<file path="config.mk">
export PLATFORM = sky130hd
export DESIGN_NAME = uart_prog_loader_flat
export DESIGN_NICKNAME = d
export VERILOG_FILES = /design/src/rtl/uart_prog_loader_pkg.sv /design/src/rtl/uart_prog_loader_if.sv /design/src/rtl/uart_prog_loader_timeout.sv /design/src/rtl/uart_prog_loader.sv /design/src/flat_wrapper.sv
export SDC_FILE = /design/constraint.sdc
export NUM_CORES = 1
export LEC_CHECK = 0
export BUFFER_PORTS_ARGS = -buffer_cell sky130_fd_sc_hd__buf_2
export CORE_MARGIN = 1.5
export CORE_UTILIZATION = 46
export CTS_BUF_LIST = sky130_fd_sc_hd__clkbuf_4 sky130_fd_sc_hd__clkbuf_8 sky130_fd_sc_hd__clkbuf_16
export DETAILED_ROUTE_END_ITERATION = 10
export HOLD_SLACK_MARGIN = 0.05
export PLACE_DENSITY_LB_ADDON = 0.2
export SYNTH_ARGS = -nofsm -noshare
export SYNTH_HDL_FRONTEND = slang
export SYNTH_HIERARCHICAL = 1
export SYNTH_SLANG_ARGS = --single-unit
</file>
<file path="constraint.sdc">
create_clock -name clk -period 2.7 [get_ports clk]
set_input_delay 0.405 -clock clk [delete_from_list [all_inputs] [get_ports clk]]
set_output_delay 0.405 -clock clk [all_outputs]
set_load 0.01 [all_outputs]
</file>
<file path="src/rtl/uart_prog_loader_pkg.sv">
// Shared types and defaults for the UART program loader.
package uart_prog_loader_pkg;

    typedef enum logic [2:0] {
        IDLE,
        ADDR,
        LEN,
        DATA,
        CSUM
    } ld_state_e;

    localparam logic [7:0] DEF_SYNC_BYTE = 8'hA5;

endpackage

</file>
<file path="src/rtl/uart_prog_loader_if.sv">
// Byte-in / memory-write-out bundle between UART receiver, loader and program memory.
interface uart_prog_loader_if #(
    parameter int ADDR_W = 8
);
    logic [7:0]        rx_data;
    logic              rx_valid;
    logic [ADDR_W-1:0] mem_addr;
    logic [7:0]        mem_wdata;
    logic              mem_we;
    logic              cpu_hold;
    logic              load_busy;
    logic              load_done;
    logic              load_error;

    modport slave (
        input  rx_data, rx_valid,
        output mem_addr, mem_wdata, mem_we, cpu_hold, load_busy, load_done, load_error
    );

    modport master (
        output rx_data, rx_valid,
        input  mem_addr, mem_wdata, mem_we, cpu_hold, load_busy, load_done, load_error
    );
endinterface

</file>
<file path="src/rtl/uart_prog_loader_timeout.sv">
// Inter-byte watchdog: reloads on each byte, counts down while enabled, flags expiry at zero.
module loader_timeout #(
    parameter int unsigned CYCLES = 20000
) (
    input  logic clk,
    input  logic rst_n,
    input  logic reload,
    input  logic en,
    output logic expire
);
    localparam int W = (CYCLES > 2) ? $clog2(CYCLES) : 1;
    localparam logic [W-1:0] LOAD = W'(CYCLES - 1);

    logic [W-1:0] cnt;

    always_ff @(posedge clk or negedge rst_n) begin
        if (!rst_n)
            cnt <= '0;
        else if (reload)
            cnt <= LOAD;
        else if (en && cnt != '0)
            cnt <= cnt - 1'b1;
    end

    // Expiry lands CYCLES cycles after the last reload; the caller gives rx_valid priority.
    assign expire = en && (cnt == '0);
endmodule

</file>
<file path="src/rtl/uart_prog_loader.sv">
// Frame parser for UART program download: sync, addr, len, payload, checksum -> memory writes.
module uart_prog_loader
    import uart_prog_loader_pkg::*;
#(
    parameter int          ADDR_W         = 8,
    parameter logic [7:0]  SYNC_BYTE      = DEF_SYNC_BYTE,
    parameter int unsigned TIMEOUT_CYCLES = 20000
) (
    input  logic               clk,
    input  logic               rst_n,
    uart_prog_loader_if.slave  bus
);
    ld_state_e         state_q, state_d;
    logic [ADDR_W-1:0] ptr_q, ptr_d;
    logic [ADDR_W-1:0] addr_q, addr_d;
    logic [7:0]        rem_q, rem_d;
    logic [7:0]        csum_q, csum_d;
    logic [7:0]        wdata_q, wdata_d;
    logic              we_q, we_d;
    logic              hold_q, hold_d;
    logic              done_q, done_d;
    logic              err_q, err_d;
    logic              expire;

    loader_timeout #(.CYCLES(TIMEOUT_CYCLES)) u_timeout (
        .clk    (clk),
        .rst_n  (rst_n),
        .reload (bus.rx_valid),
        .en     (state_q != IDLE),
        .expire (expire)
    );

    always_comb begin
        state_d = state_q;
        ptr_d   = ptr_q;
        addr_d  = addr_q;
        rem_d   = rem_q;
        csum_d  = csum_q;
        wdata_d = wdata_q;
        we_d    = 1'b0;
        hold_d  = hold_q;
        done_d  = done_q;
        err_d   = err_q;
        if (bus.rx_valid) begin
            case (state_q)
                IDLE: begin
                    if (bus.rx_data == SYNC_BYTE) begin
                        state_d = ADDR;
                        hold_d  = 1'b1;
                        done_d  = 1'b0;
                        err_d   = 1'b0;
                        csum_d  = '0;
                    end
                end
                ADDR: begin
                    ptr_d   = ADDR_W'(bus.rx_data);
                    csum_d  = csum_q + bus.rx_data;
                    state_d = LEN;
                end
                LEN: begin
                    rem_d   = bus.rx_data;
                    csum_d  = csum_q + bus.rx_data;
                    state_d = (bus.rx_data == 8'd0) ? CSUM : DATA;
                end
                DATA: begin
                    we_d    = 1'b1;
                    addr_d  = ptr_q;
                    wdata_d = bus.rx_data;
                    ptr_d   = ptr_q + 1'b1;
                    rem_d   = rem_q - 8'd1;
                    csum_d  = csum_q + bus.rx_data;
                    if (rem_q == 8'd1)
                        state_d = CSUM;
                end
                CSUM: begin
                    // Payload already written stays in memory; only the flags report failure.
                    if (bus.rx_data == csum_q) begin
                        done_d = 1'b1;
                        hold_d = 1'b0;
                    end else begin
                        err_d = 1'b1;
                    end
                    state_d = IDLE;
                end
                default: state_d = IDLE;
            endcase
        end else if (expire) begin
            state_d = IDLE;
            err_d   = 1'b1;
            hold_d  = 1'b1;
        end
    end

    always_ff @(posedge clk or negedge rst_n) begin
        if (!rst_n) begin
            state_q <= IDLE;
            ptr_q   <= '0;
            addr_q  <= '0;
            rem_q   <= '0;
            csum_q  <= '0;
            wdata_q <= '0;
            we_q    <= 1'b0;
            hold_q  <= 1'b1;
            done_q  <= 1'b0;
            err_q   <= 1'b0;
        end else begin
            state_q <= state_d;
            ptr_q   <= ptr_d;
            addr_q  <= addr_d;
            rem_q   <= rem_d;
            csum_q  <= csum_d;
            wdata_q <= wdata_d;
            we_q    <= we_d;
            hold_q  <= hold_d;
            done_q  <= done_d;
            err_q   <= err_d;
        end
    end

    assign bus.mem_addr   = addr_q;
    assign bus.mem_wdata  = wdata_q;
    assign bus.mem_we     = we_q;
    assign bus.cpu_hold   = hold_q;
    assign bus.load_busy  = (state_q != IDLE);
    assign bus.load_done  = done_q;
    assign bus.load_error = err_q;
endmodule
</file>
<file path="src/flat_wrapper.sv">
// flat-port wrapper written by rule: the top's interface ports become plain ports
module uart_prog_loader_flat import uart_prog_loader_pkg::*;
#(
    parameter int          ADDR_W         = 8,
    parameter logic [7:0]  SYNC_BYTE      = DEF_SYNC_BYTE,
    parameter int unsigned TIMEOUT_CYCLES = 20000
)
  (clk, rst_n, bus_rx_data, bus_rx_valid, bus_mem_addr, bus_mem_wdata, bus_mem_we, bus_cpu_hold, bus_load_busy, bus_load_done, bus_load_error);
  uart_prog_loader_if #(.ADDR_W(ADDR_W)) bus_i ();
  input  logic clk;
  input  logic rst_n;
  input wire logic [$bits(bus_i.rx_data)-1:0] bus_rx_data;
  input wire logic [$bits(bus_i.rx_valid)-1:0] bus_rx_valid;
  output wire logic [$bits(bus_i.mem_addr)-1:0] bus_mem_addr;
  output wire logic [$bits(bus_i.mem_wdata)-1:0] bus_mem_wdata;
  output wire logic [$bits(bus_i.mem_we)-1:0] bus_mem_we;
  output wire logic [$bits(bus_i.cpu_hold)-1:0] bus_cpu_hold;
  output wire logic [$bits(bus_i.load_busy)-1:0] bus_load_busy;
  output wire logic [$bits(bus_i.load_done)-1:0] bus_load_done;
  output wire logic [$bits(bus_i.load_error)-1:0] bus_load_error;
  assign bus_i.rx_data = bus_rx_data;
  assign bus_i.rx_valid = bus_rx_valid;
  assign bus_mem_addr = bus_i.mem_addr;
  assign bus_mem_wdata = bus_i.mem_wdata;
  assign bus_mem_we = bus_i.mem_we;
  assign bus_cpu_hold = bus_i.cpu_hold;
  assign bus_load_busy = bus_i.load_busy;
  assign bus_load_done = bus_i.load_done;
  assign bus_load_error = bus_i.load_error;
  uart_prog_loader #(.ADDR_W(ADDR_W), .SYNC_BYTE(SYNC_BYTE), .TIMEOUT_CYCLES(TIMEOUT_CYCLES)) u_core (.clk(clk), .rst_n(rst_n), .bus(bus_i));
endmodule
</file>
# ---- Yosys cells after proc, flatten, opt, wreduce, memory -nomap -nowiden
# Cells that the tools add are included.
dict set report op_classes {
  n_eq_ne 14
  multipliers 0
  n_shift 0
  n_reduce_logical 22
  bitwise 0
  div_mod_pow 0
  add_sub_neg 4
  mux 25
  order_cmp 0
}
# cell n
set op_table {}
lappend op_table {{case mux 8 bit (2 select lines)} 3}
lappend op_table {{two-way mux 15 bit} 2}
lappend op_table {{zero test 15 bit} 1}
lappend op_table {{two-way mux 3 bit} 5}
lappend op_table {{nonzero test 15 bit} 1}
lappend op_table {{subtractor 15 x 1 -> 15 bit (second input constant)} 1}
lappend op_table {{case mux 3 bit (4 select lines)} 1}
lappend op_table {{AND reduction 4 bit} 3}
lappend op_table {{nonzero test 2 bit} 6}
lappend op_table {{two-way mux 1 bit} 10}
lappend op_table {{inequality test 3 x 2 -> 1 bit (second input constant)} 3}
lappend op_table {{adder 8 x 1 -> 8 bit (second input constant)} 1}
lappend op_table {{adder 8 bit} 1}
lappend op_table {{== test 8 x 1 -> 1 bit (second input constant)} 1}
lappend op_table {{== test 8 bit} 1}
lappend op_table {{== test 8 bit (second input constant)} 1}
lappend op_table {{zero test 8 bit} 1}
lappend op_table {{two-way mux 8 bit} 1}
lappend op_table {{subtractor 8 x 1 -> 8 bit (second input constant)} 1}
lappend op_table {{== test 3 x 2 -> 1 bit (second input constant)} 2}
lappend op_table {{case mux 1 bit (2 select lines)} 3}
lappend op_table {{AND reduction 2 bit} 3}
lappend op_table {{AND reduction 3 bit} 2}
lappend op_table {{inequality test 2 x 1 -> 1 bit (second input constant)} 2}
lappend op_table {{other kinds (8)} 9}
dict set report word_totals {
  n_memories 0
  latchBits 0
  ff_bits 62
  elab_cells 76
  ram_bits 0
  in_bits 11
  out_inout_bits 21
  rom_bits 0
}

# ---- Depth between registers and ports, before layout
# Gate-level depths: netlist of run 1.
dict set report depth {
  ltp_word 4
  depth_mapped 10
  ltp_nobuf 9
}

# ---- By module
# Netlist of run 1, hierarchy kept.
# mod cells_each area_per_inst_um2 seq_area_each_um2 n_inst
set by_module_without_submodules {}
lappend by_module_without_submodules {uart_prog_loader 259 2581.2 1177.4 1}
lappend by_module_without_submodules {loader_timeout 91 893.4 375.4 1}

# ---- Worst setup path after synthesis of run 1
# Ideal clock, no wire load.
dict set report synth_timing {
  kind {flip-flop to flip-flop}
  startpoint {register u_core.state_q[1]}
  endpoint {register u_core.u_timeout.cnt[5]}
  slack_ns 0.641
  arrival_time_ns 1.935
  period_less_slack_ns 2.059
  setup_ns 0.125
  path_buffers 1
  stages_incl_launch_ff 7
  required_ns 2.575
  path_cell_list {dfrtp_1 buf_4 nor2_1 nand2_1 or4b_4 a2111oi_1 mux2_2}
}
dict set report synth_between {
  elab_chain_len 3
}
# element line
set synth_rtl {}
lappend synth_rtl {{from (decl)} uart_prog_loader.sv:13} ;# ld_state_e state_q, state_d;
lappend synth_rtl {{from (signal assigned)} uart_prog_loader.sv:107} ;# state_q <= state_d;
lappend synth_rtl {{nonzero test 3 bit} --}
lappend synth_rtl {{net bus_load_busy} flat_wrapper.sv:18} ;# output wire logic [$bits(bus_i.load_busy)-1:0] bus_load_busy;
lappend synth_rtl {{logical AND 1 bit} uart_prog_loader_timeout.sv:21} ;# else if (en && cnt != '0)
lappend synth_rtl {{nonzero test 2 bit (no source line)} --}
lappend synth_rtl {{to (signal assigned)} uart_prog_loader_timeout.sv:22} ;# cnt <= cnt - 1'b1;
lappend synth_rtl {{to (decl)} uart_prog_loader_timeout.sv:14} ;# logic [W-1:0] cnt;
# The timed path passes the listed nets, and every way through them passes these cells.
# A chain may end at the register's enable or synchronous reset.

# ---- Worst setup path after layout of run 1
dict set report layout_timing {
  startpoint {register u_core.state_q[2]}
  endpoint {register u_core.hold_q (netlist: u_core/bus.cpu_hold)}
}
dict set report layout_between {
  elab_chain_len 4
  word_cells_on_any_way 11
  cone_classes {4 x eq/ne; 2 x mux; 5 x reduce/logical}
}
# element line
set layout_rtl {}
lappend layout_rtl {{nonzero test 3 bit} uart_prog_loader.sv:29} ;# .en (state_q != IDLE),
lappend layout_rtl {{logical AND 1 bit} uart_prog_loader_timeout.sv:26} ;# assign expire = en && (cnt == '0);
lappend layout_rtl {{net u_core.expire} uart_prog_loader.sv:23} ;# logic expire;
lappend layout_rtl {{nonzero test 2 bit (no source line)} --}
lappend layout_rtl {{AND reduction 4 bit (no source line)} --}
lappend layout_rtl {{to (signal assigned)} uart_prog_loader.sv:114} ;# hold_q <= hold_d;
lappend layout_rtl {{to (decl)} uart_prog_loader.sv:20} ;# logic hold_q, hold_d;
# The timed path passes the listed nets, and every way through them passes these cells.

==> results of run 1 <==
-- power by group through the flow --
stage	Combinational (µW)	Clock, µW	Sequential, µW
after floorplan	1190	0	1540
after global placement	1690	0	1530
after detailed placement	1720	0	1540
after CTS	1730	858	1520
after global routing	1950	897	1570
final	1740	834	1530
-- stage by stage --
step / instance area (µm²) / setup WS, ps / instances
2_1_floorplan: 3470 / 641 / 350
3_3_place_gp: 3770 / 481 / 478
3_5_place_dp: 3770 / 435 / 478
4_1_cts: 3970 / 422 / 494
5_1_grt: 3970 / 190 / 494
6_report: 3970 / 445 / 494
-- layer usage --
metal  share of wire  track usage  vias to the layer above  wire, µm
li1                -            -                     1391         -
met1            0.49        0.289                     1391      3780
met2            0.46        0.318                       79      3550
met3           0.046       0.0355                        8       358
met4           0.011       0.0926                        0        85
met5               0            0                        -         0
-- synth_stat cells (2+ instances only) --
cell and number:
nor3b_1 3, nand2b_1 2, o211a_1 2, xor2_1 2, mux2i_1 7, a21o_1 5
a31oi_1 4, inv_1 10, xnor2_1 2, clkbuf_1 3, a22o_1 5, mux2_2 18
and2_0 2, ha_1 11, nor2b_1 8, a21oi_1 18, or4_1 4, a211oi_1 4
and3_1 3, nor3_1 8, a2111oi_0 2, buf_2 3, o31ai_1 3, nor2_1 34
nand3_1 7, a22oi_1 5, a211o_1 3, o21ai_0 36, or4_4 2, nor4_1 2
nand3b_1 2, nand2_1 30, or3_1 4, nand4_1 3, dfrtp_1 61
-- sequential cells by signal, summed over array words and instances (netlist names) --
register               flops
u_core/u_timeout/cnt      15
u_core/bus.mem_addr        8
u_core/bus.mem_wdata       8
u_core/csum_q              8
u_core/ptr_q               8
u_core/rem_q               8
u_core/state_q             3
u_core/bus.cpu_hold        1
u_core/bus.load_done       1
u_core/bus.load_error      1
u_core/bus.mem_we          1
-- kinds of logic (layout without fill, tap and decap cells) --
logic type / after synthesis / in the layout / share of synthesized area
compound gates: 104 / 104 / 0.199
xor+xnor: 4 / 4 / 0.0101
fa+ha+maj: 12 / 12 / 0.0454
buf+inv: 19 / 64 / 0.0248
flops: 62 / 62 / 0.447
mux: 26 / 26 / 0.0828
simple gates: 123 / 123 / 0.191
-- final cells by class --
cell class | instances | share of cell area
sequential | 62 | 0.391
clock inverter | 4 | 0.0113
inverter | 10 | 0.00945
tap | 99 | 0.0312
multi-input combinational | 269 | 0.462
clock buffer | 12 | 0.0400
timing repair buffer | 38 | 0.0554
-- worst max-delay path: stages, from the launching register on --
cell	delay, ps
dfrtp_1	450
inv_1	140
nand2_1	160
nor4bb_1	310
nand3_1	220
nor3_1	270
nor2b_1	300
o21ai_0	110
a22oi_1	210
-- final timing paths --
check                                  start                 endpoint
max in group asynchronous              rst_n      u_core/bus.cpu_hold
max                        u_core/state_q[2]      u_core/bus.cpu_hold
min reg2reg                  u_core/rem_q[7]          u_core/rem_q[7]
min in group clk              bus_rx_data[6]  u_core/bus.mem_wdata[6]
min                                    rst_n   u_core/bus.mem_addr[7]
max reg2reg                u_core/state_q[2]      u_core/bus.cpu_hold
==> out/qor.yml, run 1 <==
sta:
  fin_crit_ps: 2260
  skew_ps: 11.4
  fin_hold_ws_ps: 59.0
  fmax_mhz: 443
  setup_viol: 0
  tightest_slew_ps: 565
  finalHoldViolCount: 0
  slew_headroom: 0.614
  finalCritPeriodShare: 0.835
  finalSetupTns_ps: 0
  rsz0062_at_grt: "no"
  final_max_slew_viol_count: 0
clock_network:
  cts_tree: "yes"
  clkSinkCount: 62
  cts_resized: 0
  numCtsBuffers: 9
  clkTransAtPathRegs_ps: 70
  htreeDepth: 3
  post_cts.repair.setup_buffers: 0
  clock_path_buffers: 2
  clock_latency_ps: 340
  clockRootBuffer: "clkbuf_8"
  postCtsHoldBufs: 0
critical_path:
  reg2reg_slack_ps: 440
  crit_fanout: 7
  worstSetupPathType: "reg2reg"
  cp-start-kind: "flop"
  worstPathRequired_ps: 2950
  rr_worst_depth: 8
  endpoint_kind: "flop"
  arrival_ps: 2500
detailed_routing:
  antenna_left: 0
  initialDrtViolationCount: 143
  drt-total-wl_mm: 7.78
  vias: 2869
  vias_per_cell: 5.81
  drtPass1Iterations: 4
  wl_per_cell_um: 15.7
  drc_errors: 0
placed_design:
  portBuffers: 31
  gp_congestion: 0.891
  hpwl_mm: 5.50
global_route:
  antenna_found_initial: 0
  grt_start_max_net_pins: 39
  grt_pass1_vias: 2679
  grt_pass1_wl_mm: 13.4
  grt_util_all_layers: 0.208
  grt-ovfl-total: 0
synth:
  synth_cells: 350
  synth_flop_cell: "dfrtp_1"
  async_reset_ff_frac: 1.00
  synth_edf_count: 0
  synth.top_cell.area_share: 0.439
  synth-seq-cells: 62
  yosys.cell_types.count: 67
  synth.avg_cell_area_um2: 9.93
  seq_area_frac_synth: 0.447
  synth_area_um2: 3470
  yosys_warnings: 6
  synth_nets: 373
  yosysTopAreaCell: "dfrtp_1"
  ys_top_cells_by_area: "dfrtp_1 44%, mux2_2 5.8%, o21ai_0 5.2%"
die:
  rows: 31
  io_pins: 32
  die_y_um: 89.9
  core_um2: 7290
  fp.dieW_um: 89.9
  fp.dieArea_um2: 8080
  start_util: 0.476
power:
  vdd_drop_max_mv: 0.538
  p_per_area_nw_per_um2: 1030
  switching_share: 0.381
  p_int_uw: 2530
  total_power_uw: 4100
  leakage_uw: 0.00176
  p_comb_frac: 0.424
  pwr-share-seq: 0.373
  p_sw_uw: 1560
  p_clk_frac: 0.204
final_layout:
  nets: 413
  register_area_um2: 1550
  final_common_cell: "dfrtp_1"
  fin_util: 0.545
  layout_common_cells: "61 x dfrtp_1, 36 x o21ai_0, 34 x nor2_1"
  areaGrowthSynthToFinish_pct: 14.4
  multiInputGateArea_um2: 1840
  num-fill-cells: 685
  drive_above_1_share: 0.215
  diodes: 0
status:
  status: "finished, final reports clean"
worst_hold_path:
  hold_path.class: "in2async"
job:
  max-cap-violations: 0
(Power assumes the default switching activity.)
==> run 2: changes to the inputs <==
==> constraint.sdc (replaced) <==
create_clock -name clk -period 2.15 [get_ports clk]
set_input_delay 0.3225 -clock clk [delete_from_list [all_inputs] [get_ports clk]]
set_output_delay 0.3225 -clock clk [all_outputs]
set_load 0.01 [all_outputs]
==> run 2 against run 1 <==
Against the previous run: via count up 1.6%; sequential cell count unchanged; design area up 3.7%.
==> out/qor.yml, run 2 (same netlist as run 1, synthesis figures left out) <==
global_route:
  grt_util_all_layers: 0.221  # +0.0132
  antenna_found_initial: 0  # unchanged
  grt-ovfl-total: 0  # unchanged
  grt_pass1_vias: 2791  # +4.2%
  grt_start_max_net_pins: 30  # -23%
  grt_pass1_wl_mm: 14.2  # +6.0%
sta:
  setup_viol: 0  # unchanged
  fin_hold_ws_ps: 290  # +231 ps
  finalCritPeriodShare: 0.953  # +0.117
  fin_crit_ps: 2050  # -207 ps
  final_max_slew_viol_count: 0  # unchanged
  fmax_mhz: 488  # +10%
  tightest_slew_ps: 628  # +63.6 ps
  finalWorstSetupSlack_ps: 102  # -343 ps
  slew_headroom: 0.570  # -0.0435
  skew_ps: 7.17  # -4.23 ps
  finalSetupTns_ps: 0  # unchanged
  finalHoldViolCount: 0  # unchanged
critical_path:
  cpPeakStageDelay_ps: 580  # +130 ps
  slowest_stage: "or4_4"
  worstSetupPathType: "reg2reg"
  path_cells: "or4_4 > nor4b_4 > a2111oi_1 > mux2_2"
  crit_family: "simple AND/OR/NAND/NOR gates"
  worstPathRequired_ps: 2380  # -570 ps
  arrival_ps: 2280  # -220 ps
  endpoint_kind: "flop"
  critPathBufInv: 0  # -1
  crit_fanout: 8  # +1
  cp-start-kind: "flop"
placed_design:
  place_area_um2: 3860  # +2.4%
  hpwl_mm: 5.83  # +6.1%
  portBuffers: 31  # unchanged
  dp_slack_ps: 24.5  # -411 ps
  gp_congestion: 0.787  # -12%
power:
  leakage_uw: 0.00182  # +3.7%
  p_per_area_nw_per_um2: 1280  # +24%
  vdd_drop_max_mv: 0.675  # +25%
final_layout:
  fin_util: 0.565  # +0.0202
  layout_common_cells: "61 x dfrtp_1, 36 x o21ai_0, 34 x nor2_1"
  areaGrowthSynthToFinish_pct: 18.6
  nets: 426  # +3.1%
  diodes: 0  # unchanged
  drive_above_1_share: 0.255  # +0.0397
  largest_register: "u_core/u_timeout/cnt"
  final_common_cell: "dfrtp_1"
  final_area_um2: 4120  # +3.7%
  largest_reg_flops: 15  # unchanged
die:
  die_y_um: 89.9  # unchanged
  rows: 31  # unchanged
  fp.dieArea_um2: 8080  # unchanged
  fp.dieW_um: 89.9  # unchanged
  start_util: 0.476  # unchanged
  io_pins: 32  # unchanged
  core_um2: 7290  # unchanged
detailed_routing:
  drt-total-wl_mm: 8.26  # +6.2%
  initialDrtViolationCount: 179  # +25%
  drc_errors: 0  # unchanged
  vias: 2916  # +1.6%
  antenna_left: 0  # unchanged
  wl_per_cell_um: 16.3  # +3.5%
  drtPass1Iterations: 5  # +1
  vias_per_cell: 5.75  # -0.97%
status:
  status: "finished, final reports clean"
clock_network:
  numCtsBuffers: 9  # unchanged
  clkSinkCount: 62  # unchanged
  clock_path_buffers: 2  # unchanged
  cts_tree: "yes"
  htreeDepth: 3  # unchanged
  clkTransAtPathRegs_ps: 70  # about the same
  clockRootBuffer: "clkbuf_8"
  post_cts.repair.setup_buffers: 0  # unchanged
  clock_latency_ps: 340  # about the same
worst_hold_path:
  hold_path.class: "in2reg"
job:
  max-cap-violations: 0  # unchanged
[run 2: through the flow]
step	total power, µW	instances
after floorplan	3440	350
after global placement	4120	490
after detailed placement	4190	490
after CTS	5290	507
after global routing	5710	507
final	5280	507
[run 2: final cells by class]
class / count / area (µm²)
timing repair buffer: 51 / 320
sequential: 62 / 1550
multi-input combinational: 269 / 1880
clock buffer: 12 / 159
fill: 680 / 3170
inverter: 10 / 37.5
clock inverter: 4 / 45.0
tap: 99 / 124
[run 2: report_power, final]
part	switching [µW]	internal [µW]	total (µW)
registers	322	1590	1910
clock network	458	606	1060
logic	1240	1070	2310
total	2020	3270	5280
[run 2: what timing repair did]
action | in CTS | in global routing
hold buffers | 1 | 0
pin swaps | 0 | 2
hold endpoints to repair | 21 | 0
cloned | 0 | 0
endpoints found under the setup margin | 1 | 7
resized for setup | 1 | 8
[run 2: worst register-to-register path: stages, from the launching register on]
cell       delay, ps
dfrtp_1          430
or4_4            580
nor4b_4          450
a2111oi_1        180
mux2_2           290
[run 2: routing by layer]
metal	GRT usage	wire length [µm]	up-vias
met5	0	0	-
met4	0.0516	72	0
met3	0.0567	338	6
met2	0.352	3960	63
met1	0.303	3890	1446
li1	-	-	1401
[run 2: worst paths after layout]
| path | startpoint | end | slack [ps] | depth (start not counted) |
|---|---|---|---|---|
| setup reg to reg | u_core/u_timeout/cnt[11] | u_core/u_timeout/cnt[5] | 100 | 4 |
| setup / recovery | u_core/u_timeout/cnt[11] | u_core/u_timeout/cnt[5] | 100 | 4 |
| hold / removal | bus_rx_data[6] | u_core/bus.mem_wdata[6] | 290 | 2 |
| max in group asynchronous | rst_n | u_core/u_timeout/cnt[6] | 1050 | 3 |
| min in group asynchronous | rst_n | u_core/bus.mem_addr[5] | 510 | 2 |
| hold reg to reg | u_core/rem_q[7] | u_core/rem_q[7] | 490 | 2 |
